<file path="config.mk">
export PLATFORM = sky130hd
export DESIGN_NAME = i2c_target
export DESIGN_NICKNAME = d
export VERILOG_FILES = /design/src/rtl/i2c_target.sv
export SDC_FILE = /design/constraint.sdc
export NUM_CORES = 1
export LEC_CHECK = 0
export ABC_AREA = 1
export BUFFER_PORTS_ARGS = -buffer_cell sky130_fd_sc_hd__buf_2
export CORE_ASPECT_RATIO = 0.9
export CORE_UTILIZATION = 30
export DETAILED_ROUTE_END_ITERATION = 10
export MAX_ROUTING_LAYER = met4
export PLACE_DENSITY = 0.5
export SETUP_SLACK_MARGIN = 0.15
export SYNTH_ARGS = -nofsm -noshare
export SYNTH_HDL_FRONTEND = slang
export SYNTH_SLANG_ARGS = --single-unit
</file>
<file path="constraint.sdc">
create_clock -name clk -period 2.7 [get_ports clk]
set_clock_uncertainty 0.2 [all_clocks]
set_input_delay 0.135 -clock clk [delete_from_list [all_inputs] [get_ports clk]]
set_output_delay 0.135 -clock clk [all_outputs]
set_load 0.03 [all_outputs]
</file>
<file path="src/rtl/i2c_target.sv">
// 7-bit-address I2C target: receives up to four bytes into rx_data and serves up to four bytes from tx_data.
// Define I2C_TARGET_GLITCH_FILTER_EN to add a 3-sample glitch filter after the synchronizers.
module i2c_target #(
    parameter int SYNC_STAGES = 2
) (
    input  logic        clk,
    input  logic        reset,
    input  logic        scl_i,
    input  logic        sda_i,
    output logic        sda_o,
    output logic        sda_oe,
    input  logic [6:0]  own_addr,
    input  logic [31:0] tx_data,
    input  logic [3:0]  tx_mask,
    output logic [31:0] rx_data,
    output logic [3:0]  rx_mask,
    output logic        rx_valid,
    output logic        tx_load,
    output logic        busy
);
    typedef enum logic [2:0] {
        IDLE, ADDR, ADDR_ACK, RX_BYTE, RX_ACK, TX_BYTE, TX_ACK, WAIT_STOP
    } state_t;

    state_t state, state_nxt;

    logic [SYNC_STAGES-1:0] scl_sync, sda_sync;
    logic scl_s, sda_s, scl_c, sda_c, scl_q, sda_q;
    logic scl_rise, scl_fall, start_det, stop_det;

    logic [3:0]  bit_cnt;
    logic [2:0]  byte_cnt;
    logic [7:0]  shreg;
    logic        ack_half, rw, in_write;
    logic [31:0] tx_word;
    logic [3:0]  tx_rem;
    logic [7:0]  rx_byte;
    logic        addr_hit;
    logic [11:0] first_tx, more_tx;

    always_ff @(posedge clk) begin
        if (!reset) begin
            scl_sync <= '1;
            sda_sync <= '1;
        end else begin
            scl_sync <= {scl_sync[SYNC_STAGES-2:0], scl_i};
            sda_sync <= {sda_sync[SYNC_STAGES-2:0], sda_i};
        end
    end
    assign scl_s = scl_sync[SYNC_STAGES-1];
    assign sda_s = sda_sync[SYNC_STAGES-1];

`ifdef I2C_TARGET_GLITCH_FILTER_EN
    logic [1:0] scl_cnt, sda_cnt;
    // Output follows the input only once three consecutive samples disagree with it.
    always_ff @(posedge clk) begin
        if (!reset) begin
            scl_c   <= 1'b1;
            sda_c   <= 1'b1;
            scl_cnt <= 2'd0;
            sda_cnt <= 2'd0;
        end else begin
            if (scl_s == scl_c) scl_cnt <= 2'd0;
            else if (scl_cnt == 2'd2) begin scl_c <= scl_s; scl_cnt <= 2'd0; end
            else scl_cnt <= scl_cnt + 2'd1;
            if (sda_s == sda_c) sda_cnt <= 2'd0;
            else if (sda_cnt == 2'd2) begin sda_c <= sda_s; sda_cnt <= 2'd0; end
            else sda_cnt <= sda_cnt + 2'd1;
        end
    end
`else
    assign scl_c = scl_s;
    assign sda_c = sda_s;
`endif

    always_ff @(posedge clk) begin
        if (!reset) begin
            scl_q <= 1'b1;
            sda_q <= 1'b1;
        end else begin
            scl_q <= scl_c;
            sda_q <= sda_c;
        end
    end

    assign scl_rise  = scl_c & ~scl_q;
    assign scl_fall  = ~scl_c & scl_q;
    assign start_det = scl_c & scl_q & sda_q & ~sda_c;
    assign stop_det  = scl_c & scl_q & ~sda_q & sda_c;

    // Returns {remaining mask, byte}: highest set index first, 8'hFF once the mask is empty.
    function automatic logic [11:0] next_byte(input logic [31:0] w, input logic [3:0] m);
        logic [11:0] r;
        logic [3:0]  one;
        r = {4'b0000, 8'hFF};
        for (int i = 0; i < 4; i++) begin
            one = 4'b0001 << i;
            if (m[i]) r = {m & ~one, w[8*i +: 8]};
        end
        return r;
    endfunction

    assign rx_byte  = {shreg[6:0], sda_c};
    assign addr_hit = (shreg[6:0] == own_addr);
    assign first_tx = next_byte(tx_data, tx_mask);
    assign more_tx  = next_byte(tx_word, tx_rem);

    always_ff @(posedge clk) begin
        if (!reset) state <= IDLE;
        else        state <= state_nxt;
    end

    always_comb begin
        state_nxt = state;
        case (state)
            ADDR:     if (scl_rise && bit_cnt == 4'd0) state_nxt = addr_hit ? ADDR_ACK : WAIT_STOP;
            ADDR_ACK: if (scl_fall && ack_half) state_nxt = rw ? TX_BYTE : RX_BYTE;
            RX_BYTE:  if (scl_rise && bit_cnt == 4'd0) state_nxt = (byte_cnt < 3'd4) ? RX_ACK : WAIT_STOP;
            RX_ACK:   if (scl_fall && ack_half) state_nxt = RX_BYTE;
            TX_BYTE:  if (scl_fall && bit_cnt == 4'd0) state_nxt = TX_ACK;
            TX_ACK:   if (scl_rise) state_nxt = sda_c ? WAIT_STOP : TX_BYTE;
            default:  state_nxt = state;
        endcase
        if (start_det) state_nxt = ADDR;
        if (stop_det)  state_nxt = IDLE;
    end

    always_ff @(posedge clk) begin
        if (!reset) begin
            sda_o <= 1'b1;  sda_oe <= 1'b0;
            rx_data <= '0;  rx_mask <= '0;
            rx_valid <= 1'b0; tx_load <= 1'b0; busy <= 1'b0;
            bit_cnt <= 4'd7; byte_cnt <= 3'd0; shreg <= '0;
            ack_half <= 1'b0; rw <= 1'b0; in_write <= 1'b0;
            tx_word <= '0; tx_rem <= '0;
        end else begin
            rx_valid <= 1'b0;
            tx_load  <= 1'b0;
            if (start_det || stop_det) begin
                rx_valid <= in_write && (rx_mask != 4'd0);
                in_write <= 1'b0; busy <= 1'b0;
                sda_oe <= 1'b0; sda_o <= 1'b1;
                bit_cnt <= 4'd7; byte_cnt <= 3'd0; shreg <= '0; ack_half <= 1'b0;
            end else begin
                case (state)
                    ADDR: if (scl_rise) begin
                        shreg <= rx_byte;
                        if (bit_cnt == 4'd0) begin
                            rw <= sda_c;
                            if (addr_hit) begin
                                busy     <= 1'b1;
                                in_write <= ~sda_c;
                                if (!sda_c) begin rx_data <= '0; rx_mask <= '0; end
                            end
                        end else bit_cnt <= bit_cnt - 4'd1;
                    end
                    ADDR_ACK, RX_ACK: if (scl_fall) begin
                        if (!ack_half) begin
                            ack_half <= 1'b1; sda_oe <= 1'b1; sda_o <= 1'b0;
                        end else begin
                            ack_half <= 1'b0;
                            bit_cnt  <= 4'd7;
                            if (state == ADDR_ACK && rw) begin
                                tx_word <= tx_data;
                                tx_rem  <= first_tx[11:8];
                                shreg   <= first_tx[7:0];
                                sda_oe  <= 1'b1;
                                sda_o   <= first_tx[7];
                                tx_load <= 1'b1;
                            end else begin
                                sda_oe <= 1'b0; sda_o <= 1'b1;
                            end
                        end
                    end
                    RX_BYTE: if (scl_rise) begin
                        shreg <= rx_byte;
                        if (bit_cnt != 4'd0) bit_cnt <= bit_cnt - 4'd1;
                        else if (byte_cnt < 3'd4) begin
                            rx_data  <= {rx_data[23:0], rx_byte};
                            rx_mask  <= {rx_mask[2:0], 1'b1};
                            byte_cnt <= byte_cnt + 3'd1;
                        end
                    end
                    // bit_cnt==8 marks a freshly loaded byte whose MSB goes out on the next fall.
                    TX_BYTE: if (scl_fall) begin
                        if (bit_cnt == 4'd0) begin
                            sda_oe <= 1'b0; sda_o <= 1'b1;
                        end else if (bit_cnt == 4'd8) begin
                            sda_oe <= 1'b1; sda_o <= shreg[7]; bit_cnt <= 4'd7;
                        end else begin
                            sda_o   <= shreg[6];
                            shreg   <= {shreg[6:0], 1'b0};
                            bit_cnt <= bit_cnt - 4'd1;
                        end
                    end
                    TX_ACK: if (scl_rise && !sda_c) begin
                        tx_rem  <= more_tx[11:8];
                        shreg   <= more_tx[7:0];
                        bit_cnt <= 4'd8;
                    end
                    default: ;
                endcase
            end
        end
    end
endmodule

</file>
# Word-level counts from Yosys, hierarchy flattened
# Index checks and enable logic that the tools add are counted.
# totals
reg_bits	104
input_bits	47
word_cells	202
# op_classes
mux	76
n_eq_ne	41
bitwise_logic	17
add_sub_neg	2
order_cmp	1
n_reduce_logical	41
# op_table
operator	n
$mux W32	7
$mux W4	21
$mux W8	10
$pmux W32 S2	1
$ne A2 B2 Y1 const B	25
$mux W12	3
$pmux W8 S4	1
$reduce_and A9 Y1	3
$mux W3	8
$ne A3 B3 Y1 const B	7
$reduce_and A7 Y1	3
$pmux W4 S5	1
$pmux W3 S6	1
$pmux W4 S2	2
$reduce_and A4 Y1	4
$mux W1	14
$reduce_bool A4 Y1	3
$mux W11	1
$mux W10	1
$not A1 Y1	10
$reduce_and A10 Y1	1
$eq A3 B3 Y1 const B	3
$mux W9	1
$reduce_and A8 Y1	1
other kinds (26)	46

# Depth between registers and ports, before layout
# Gate-level depths: netlist of the first run.
# logic_depth
ltp_word	8
depth_mapped	13
depth_no_buf	12

# Worst setup path before layout of the first run
# OpenSTA, ideal clock, no wires.
# synth_path
path_type	reg-to-reg
start	register state[1]
end	register rx_mask[1]
setup_slack_ps	687
stages_incl_launch_ff	13
n_path_buf	2
t_required_ps	2357
synth_period_minus_slack_ps	2013
arrival_ps	1670
setup_time_ps	143
path_cell_list	dfxtp_1 > inv_1 > ha_1 > inv_2 > nor2_2 > nor2_2 > nor2_2 > nor3b_2 > buf_6 > nand2_8 > buf_6 > nand2_1 > a21oi_2
# synth_between
elab_chain_cells	3
# synth_rtl
element	line_no	text
start: declaration	25	state_t state, state_nxt;
start signal: assignment	110	else state <= state_nxt;
$eq A3 B1 Y1 / $eq A3 B2 Y1 (equally long branches)	145	case (state)
$ne A2 B2 Y1 (no line) / $reduce_bool A2 Y1 (equally long branches)	n/a	
$reduce_and A9 Y1 (no line)	n/a	
end signal: assignment	180	rx_mask <= {rx_mask[2:0], 1'b1};
end: declaration	16	output logic [3:0] rx_mask,
# Parallel ways exist; a longest one is shown, timed or not.
# A chain may end at the register's enable or synchronous reset.

# Worst setup path after layout of the first run
# layout_path
start	register state[1]
end	register bit_cnt[3]
# layout_between
elab_chain_cells	4
# layout_rtl
element	line_no	text
$eq A3 B2 Y1 / $eq A3 B3 Y1 (equally long branches)	145	
$reduce_or A2 Y1	145	
$reduce_bool A5 Y1 (no line) / $ne A2 B2 Y1 (equally long branches)	n/a	
$reduce_and A10 Y1 (no line)	n/a	
end signal: assignment	155	end else bit_cnt <= bit_cnt - 4'd1;
end signal: assignment	177	if (bit_cnt != 4'd0) bit_cnt <= bit_cnt - 4'd1;
end signal: assignment	193	bit_cnt <= bit_cnt - 4'd1;
end: declaration	31	logic [3:0] bit_cnt;
# Parallel ways exist; a longest one is shown, timed or not.

==> impl_metrics.py, run 1 <==
metrics = {
    "global_route": {
        "grt_usage_pct": 17.9,
        "antenna_found_initial": 0,
        "grt_max_degree": 45,
        "grt.met2_usage_pct": 27.3,
        "grt_busiest_layer": "met2",
        "grt_pass1_vias": 4810,
        "grtUsageMet3_pct": 3.85,
        "use_met1_pct": 24.1,
        "grt_pass1_wl_mm": 24.3,
        "overflow": 0,
    },
    "worst_setup_path": {
        "cp_slowest_stage_delay_ns": 0.40,
        "cpMostUsedCell": "nand2_1",
        "critical_path_class": "flip-flop to flip-flop",
        "crit_arrival_ns": 2.33,
        "end_kind": "flip-flop",
        "crit_fanout": 7,
        "r2r_slack_ns": 0.39,
        "crit_chain": "inv_1 > ha_1 > nand2_1 > inv_2 > o21ai_1 > o21ai_1 > nor2_1 > nand3_1 > inv_2 > nand2_1 > nand2_1 > nor2_1",
        "cpLargestDelayFamily": "simple AND/OR/NAND/NOR gates",
        "cp.required_ns": 2.72,
        "start_kind": "flip-flop",
        "crit_buf_inv": 3,
        "cp-startpoint": "state[1]",
        "crit_slowest_cell": "dfxtp_1",
        "r2r-start": "state[1]",
    },
    "die": {
        "coreArea_um2": 16800,
        "io_pins": 88,
        "die_h_um": 126,
        "num_rows": 45,
        "start_util_pct": 30.6,
        "die_w_um": 140,
        "die_area_um2": 17700,
    },
    "layout": {
        "register_area_um2": 1900,
        "multi_input_area_um2": 2750,
        "area_delta_synth_final_pct": 24.4,
        "fillers": 1797,
        "final_core_util_pct": 38.1,
        "diodes": 0,
        "layout.cells.non_filler": 1065,
        "drive_above_1_share_pct": 23.9,
        "final_nets": 903,
    },
    "clock_network": {
        "path_clk_slew_ns": 0.07,
        "cts_tree": "yes",
        "clkSinkCount": 95,
        "htreeDepth": 3,
        "cts_root_buf": "clkbuf_16",
        "cts_buffers": 9,
        "clk_latency_ns": 0.35,
        "postCtsResizedCells": 0,
        "cts_buffer_depth": 2,
    },
    "routing": {
        "drc": 0,
        "first_iter_violations": 338,
        "detail_route.first_pass.iterations": 4,
        "wirelength_mm": 14.8,
        "viasPerCell": 4.66,
        "wl_per_cell_um": 13.9,
        "drtAntennaViolNets": 0,
        "via_count": 4958,
    },
    "synthesis": {
        "async_flop_share_pct": 0,
        "synth_common_cells": "nor2_1, nand2_1, dfxtp_1",
        "syn_nets": 793,
        "ys_seq_area_share_pct": 36.9,
        "ys_ff_latch": 95,
        "synth_area_per_cell_um2": 6.96,
        "ys_warn_count": 0,
        "synth_flop_cell": "dfxtp_1",
        "synth_edf_count": 0,
        "syn_inst": 740,
        "synth_top_area_share_pct": 36.9,
        "synthesis.area_um2": 5150,
        "ys_top_cells_by_area": "dfxtp_1, nor2_1, nand2_1, nand3_2, inv_1",
        "synth_cell_types": 39,
        "yosysMostFrequentCell": "nor2_1",
        "synth_area_leader_cell": "dfxtp_1",
    },
    "placed_design": {
        "place_congestion": 0.887,
        "placed_cells": 1019,
        "numPortBuffers": 87,
        "dpl.hpwl_mm": 10.5,
        "dp_slack_ns": 0.283,
    },
    "timing": {
        "worst_pin_slew_ns": 0.666,
        "finalCriticalPeriod_ns": 2.31,
        "setup_viol": 0,
        "slew_violations": 0,
        "relSlewSlack_pct": 55.6,
        "clock.fmax_mhz": 433,
        "post-route-period-util_pct": 85.5,
        "finalSetupTns_ns": 0,
        "rsz0062_at_grt": "false",
        "worst_slack_ns": 0.392,
        "hold_ws_ns": 0.0363,
        "hold_viol": 0,
    },
    "hold_path": {
        "min_path_type": "primary input to flip-flop",
        "min_from": "tx_mask[2]",
    },
    "power_and_ir_drop": {
        "p_per_area_nw_per_um2": 738,
        "leakagePower_uw": 0.00267,
        "vdd_drop_max_mv": 0.401,
    },
    "job": {
        "drv_cap": 0,
    },
    "status": {
        "status": "finished, final reports clean",
    },
}
-- sequential cells by signal, indices dropped and copies added, names as in the netlist, 2 cells and up --
name and cells:
rx_data 32, scl_sync 2, sda_sync 2, rx_mask 4
tx_rem 3, tx_word 24, bit_cnt 4, state 3
byte_cnt 3, shreg 8
-- cell usage in the layout (no fill, tap or decap), types with 7 or more instances in the layout --
cell           synthesis  layout
o21ai_0               52      52
nor2_2                 7       7
a21oi_1               31      31
nand3_2               30      30
nand3_1               23      23
o21ai_1                9       9
nor2_1               152     152
inv_1                 74      74
buf_2                  6      87
a21oi_2               30      30
clkbuf_16              0       9
inv_2                  6       7
nand2_1              142     142
dfxtp_1               95      95
dlygate4sd3_1          0      28
buf_4                  1      12
o22ai_1               10      10
-- power by group --
| group | internal (uW) | switching [uW] | leakage (uW) | total (uW) |
|---|---|---|---|---|
| Combinational | 555 | 1160 | 0.00174 | 1720 |
| Sequential | 1510 | 106 | 0.000769 | 1620 |
| Clock | 834 | 570 | 0.000159 | 1400 |
| Total | 2900 | 1840 | 0.00267 | 4730 |
-- stage by stage --
step | area, um^2 | total power, uW
3_5_place_dp | 5790 | 3330
4_1_cts | 6390 | 4770
2_1_floorplan | 5150 | 2880
6_report | 6410 | 4730
3_3_place_gp | 5790 | 3330
5_1_grt | 6410 | 5080
-- final cells by class --
type | count | area share, %
multi-input cells | 532 | 42.9
flip-flops and latches | 95 | 29.7
repair buffers | 130 | 13.5
inverters | 82 | 4.80
well taps | 211 | 4.12
clock buffers | 10 | 3.73
clock inverters | 5 | 1.29
-- cell families after synthesis --
group / Yosys count / synth area share (%)
xor gates and xnor gates: 6 / 1.02
adders and majority gates: 6 / 1.46
buffers and inverters: 113 / 9.83
AOI/OAI and AO/OA: 144 / 17.0
DFF: 95 / 36.9
and+or+nand+nor: 376 / 33.8
-- layer usage --
layer | wire [um] | up-vias
li1 | - | 2589
met2 | 6550 | 79
met4 | 189 | 0
met5 | 0 | -
met3 | 566 | 11
met1 | 7510 | 2279
-- worst reg2reg max path, stage by stage, from the launching register on --
cell and delay (ns):
dfxtp_1 0.40, inv_1 0.10, ha_1 0.27, nand2_1 0.13
inv_2 0.08, o21ai_1 0.11, o21ai_1 0.12, nor2_1 0.21
nand3_1 0.27, inv_2 0.14, nand2_1 0.06, nand2_1 0.06
nor2_1 0.03
-- path summary, 6_finish.rpt --
| kind | end | cells past startpoint |
|---|---|---|
| worst max-delay path | bit_cnt[3] | 12 |
| worst min-delay path | tx_rem[2] | 3 |
| worst max register to register | bit_cnt[3] | 12 |
| worst min register to register | scl_sync[1] | 1 |
-- what timing repair did --
action	CTS	global route
endpoints found under the hold margin	28	0
setup buffers	0	3
endpoints found under the setup margin	0	14
hold buffers	28	0
(Power assumes the default switching activity.)
==> run 2: changes to the inputs <==
Settings changed: CELL_PAD_IN_SITES_DETAIL_PLACEMENT from default to 1, CELL_PAD_IN_SITES_GLOBAL_PLACEMENT from default to 1, PLACE_DENSITY 0.5 to 0.65.
==> impl_metrics.py, run 2 (same netlist as run 1, synthesis figures left out) <==
metrics = {
    "status": {
        "status": "finished, final reports clean",
    },
    "global_route": {
        "grt_usage_pct": 20.1,
        "grt_pass1_wl_mm": 27.1,
        "overflow": 0,
        "grt_pass1_vias": 5103,
        "grt_max_degree": 37,
        "antenna_found_initial": 0,
    },
    "placed_design": {
        "placed_cells": 1020,
        "dp_slack_ns": 0.286,
        "dpl.hpwl_mm": 12.0,
        "place_congestion": 0.821,
        "numPortBuffers": 87,
    },
    "layout": {
        "layout_common_cells": "nor2_1, nand2_1, dfxtp_1",
        "final_nets": 904,
        "largest_register_ffs": 32,
        "final_core_util_pct": 38.0,
        "area_delta_synth_final_pct": 24.1,
        "drive_above_1_share_pct": 23.9,
        "diodes": 0,
        "largest-register": "rx_data",
        "layout.cells.non_filler": 1067,
        "fillers": 2155,
        "reg.largest.list": "rx_data (32), tx_word (24), shreg (8)",
        "final_common_cell": "nor2_1",
    },
    "job": {
        "drv_cap": 0,
    },
    "timing": {
        "clock.fmax_mhz": 440,
        "worst_slack_ns": 0.426,
        "rsz0062_at_grt": "false",
        "worst_pin_slew_ns": 0.603,
        "setup_viol": 0,
        "finalCriticalPeriod_ns": 2.27,
        "post-route-period-util_pct": 84.2,
        "relSlewSlack_pct": 59.8,
        "hold_viol": 0,
        "finalSetupTns_ns": 0,
        "slew_violations": 0,
    },
    "worst_setup_path": {
        "crit_fanout": 36,
        "critical_path_class": "flip-flop to flip-flop",
        "end_kind": "flip-flop",
        "start_kind": "flip-flop",
        "cp.required_ns": 2.71,
        "crit_arrival_ns": 2.29,
        "r2r_slack_ns": 0.43,
    },
    "routing": {
        "wl_per_cell_um": 15.5,
        "first_iter_violations": 325,
        "detail_route.first_pass.iterations": 4,
        "wirelength_mm": 16.6,
        "viasPerCell": 4.74,
        "drc": 0,
        "drtAntennaViolNets": 0,
        "via_count": 5061,
    },
    "die": {
        "io_pins": 88,
        "die_w_um": 140,
        "die_area_um2": 17700,
        "num_rows": 45,
        "coreArea_um2": 16800,
        "start_util_pct": 30.6,
        "die_h_um": 126,
    },
    "power_and_ir_drop": {
        "swShare_pct": 40.6,
        "p_comb_share_pct": 37.8,
        "leakagePower_uw": 0.00265,
        "pwr-share-seq_pct": 34.6,
        "p_int_uw": 2780,
        "p_per_area_nw_per_um2": 732,
        "clockPowerShare_pct": 27.6,
        "power.switching_uw": 1900,
        "vdd_drop_max_mv": 0.444,
    },
    "clock_network": {
        "cts_root_buf": "clkbuf_16",
        "htreeDepth": 3,
        "clkSinkCount": 95,
        "path_clk_slew_ns": 0.07,
        "clk_latency_ns": 0.35,
        "cts_buffers": 9,
        "cts_tree": "yes",
        "postCtsResizedCells": 0,
        "cts_buffer_depth": 2,
    },
    "hold_path": {
        "min_path_type": "primary input to flip-flop",
    },
}
[run 2: changes by cell type in the layout (fill, tap and decap cells not counted), sizes merged]
| cell | before | now |
|---|---|---|
| bufinv | 2 | 0 |
| clkbuf | 10 | 12 |
| clkinvlp | 0 | 2 |
| clkinv | 4 | 3 |
| dlygate4sd3 | 28 | 29 |
[run 2: routing by layer]
| metal | GRT usage, % | vias to the layer above | wire [um] | part of all wire [%] |
|---|---|---|---|---|
| li1 | - | 2591 | - | - |
| met1 | 26.8 | 2391 | 8260 | 50 |
| met2 | 31.7 | 64 | 7710 | 46 |
| met3 | 3.40 | 15 | 437 | 2.6 |
| met4 | 4.72 | 0 | 174 | 1.0 |
| met5 | - | - | 0 | 0 |
[run 2: metrics by stage]
step | area (um^2) | hold WS, ns | power [uW]
after global placement | 5780 | 0.141 | 3350
final | 6390 | 0.0284 | 4680
after detailed placement | 5780 | 0.136 | 3360
after CTS | 6370 | 0.0143 | 4700
after global routing | 6390 | 0.0513 | 5030
after floorplan | 5150 | 0.0416 | 2880
[run 2: what timing repair did]
| item | in CTS | in global routing |
|---|---|---|
| endpoints found under the hold margin | 29 | 0 |
| hold buffers | 29 | 0 |
| buffers inserted | 0 | 2 |
| setup endpoints to repair | 0 | 37 |
[run 2: path summary, 6_finish.rpt]
check,end,cells after the start,startpoint
max,rx_data[7],11,state[1]
max reg2reg,rx_data[7],11,state[1]
min reg2reg,sda_sync[1],1,sda_sync[0]
min,tx_rem[2],3,tx_mask[2]
[run 2: worst max-delay path: stages, from the launching register on]
cell,delay [ns]
dfxtp_1,0.39
inv_1,0.10
ha_1,0.26
inv_2,0.09
nor2_2,0.06
nor2_2,0.19
nor2_2,0.08
nor3b_4,0.23
buf_12,0.16
nand2_8,0.16
nand2_1,0.15
a21oi_2,0.06
[run 2: cell type report]
| type | count | area [um^2] | share of cell area, % |
|---|---|---|---|
| clock buffers | 12 | 267 | 4.17 |
| clock inverters | 4 | 28.8 | 0.450 |
| inverters | 82 | 308 | 4.81 |
| multi-input cells | 532 | 2750 | 43.0 |
| flip-flops and latches | 95 | 1900 | 29.7 |
| well taps | 211 | 264 | 4.13 |
| repair buffers | 131 | 876 | 13.7 |
[run 2: power by group through the flow]
stage / registers (uW) / clock network, uW / logic [uW]
after CTS: 1620 / 1330 / 1750
after floorplan: 1600 / 0 / 1270
after detailed placement: 1650 / 0 / 1710
final: 1620 / 1290 / 1770
after global routing: 1630 / 1400 / 2000
after global placement: 1650 / 0 / 1700
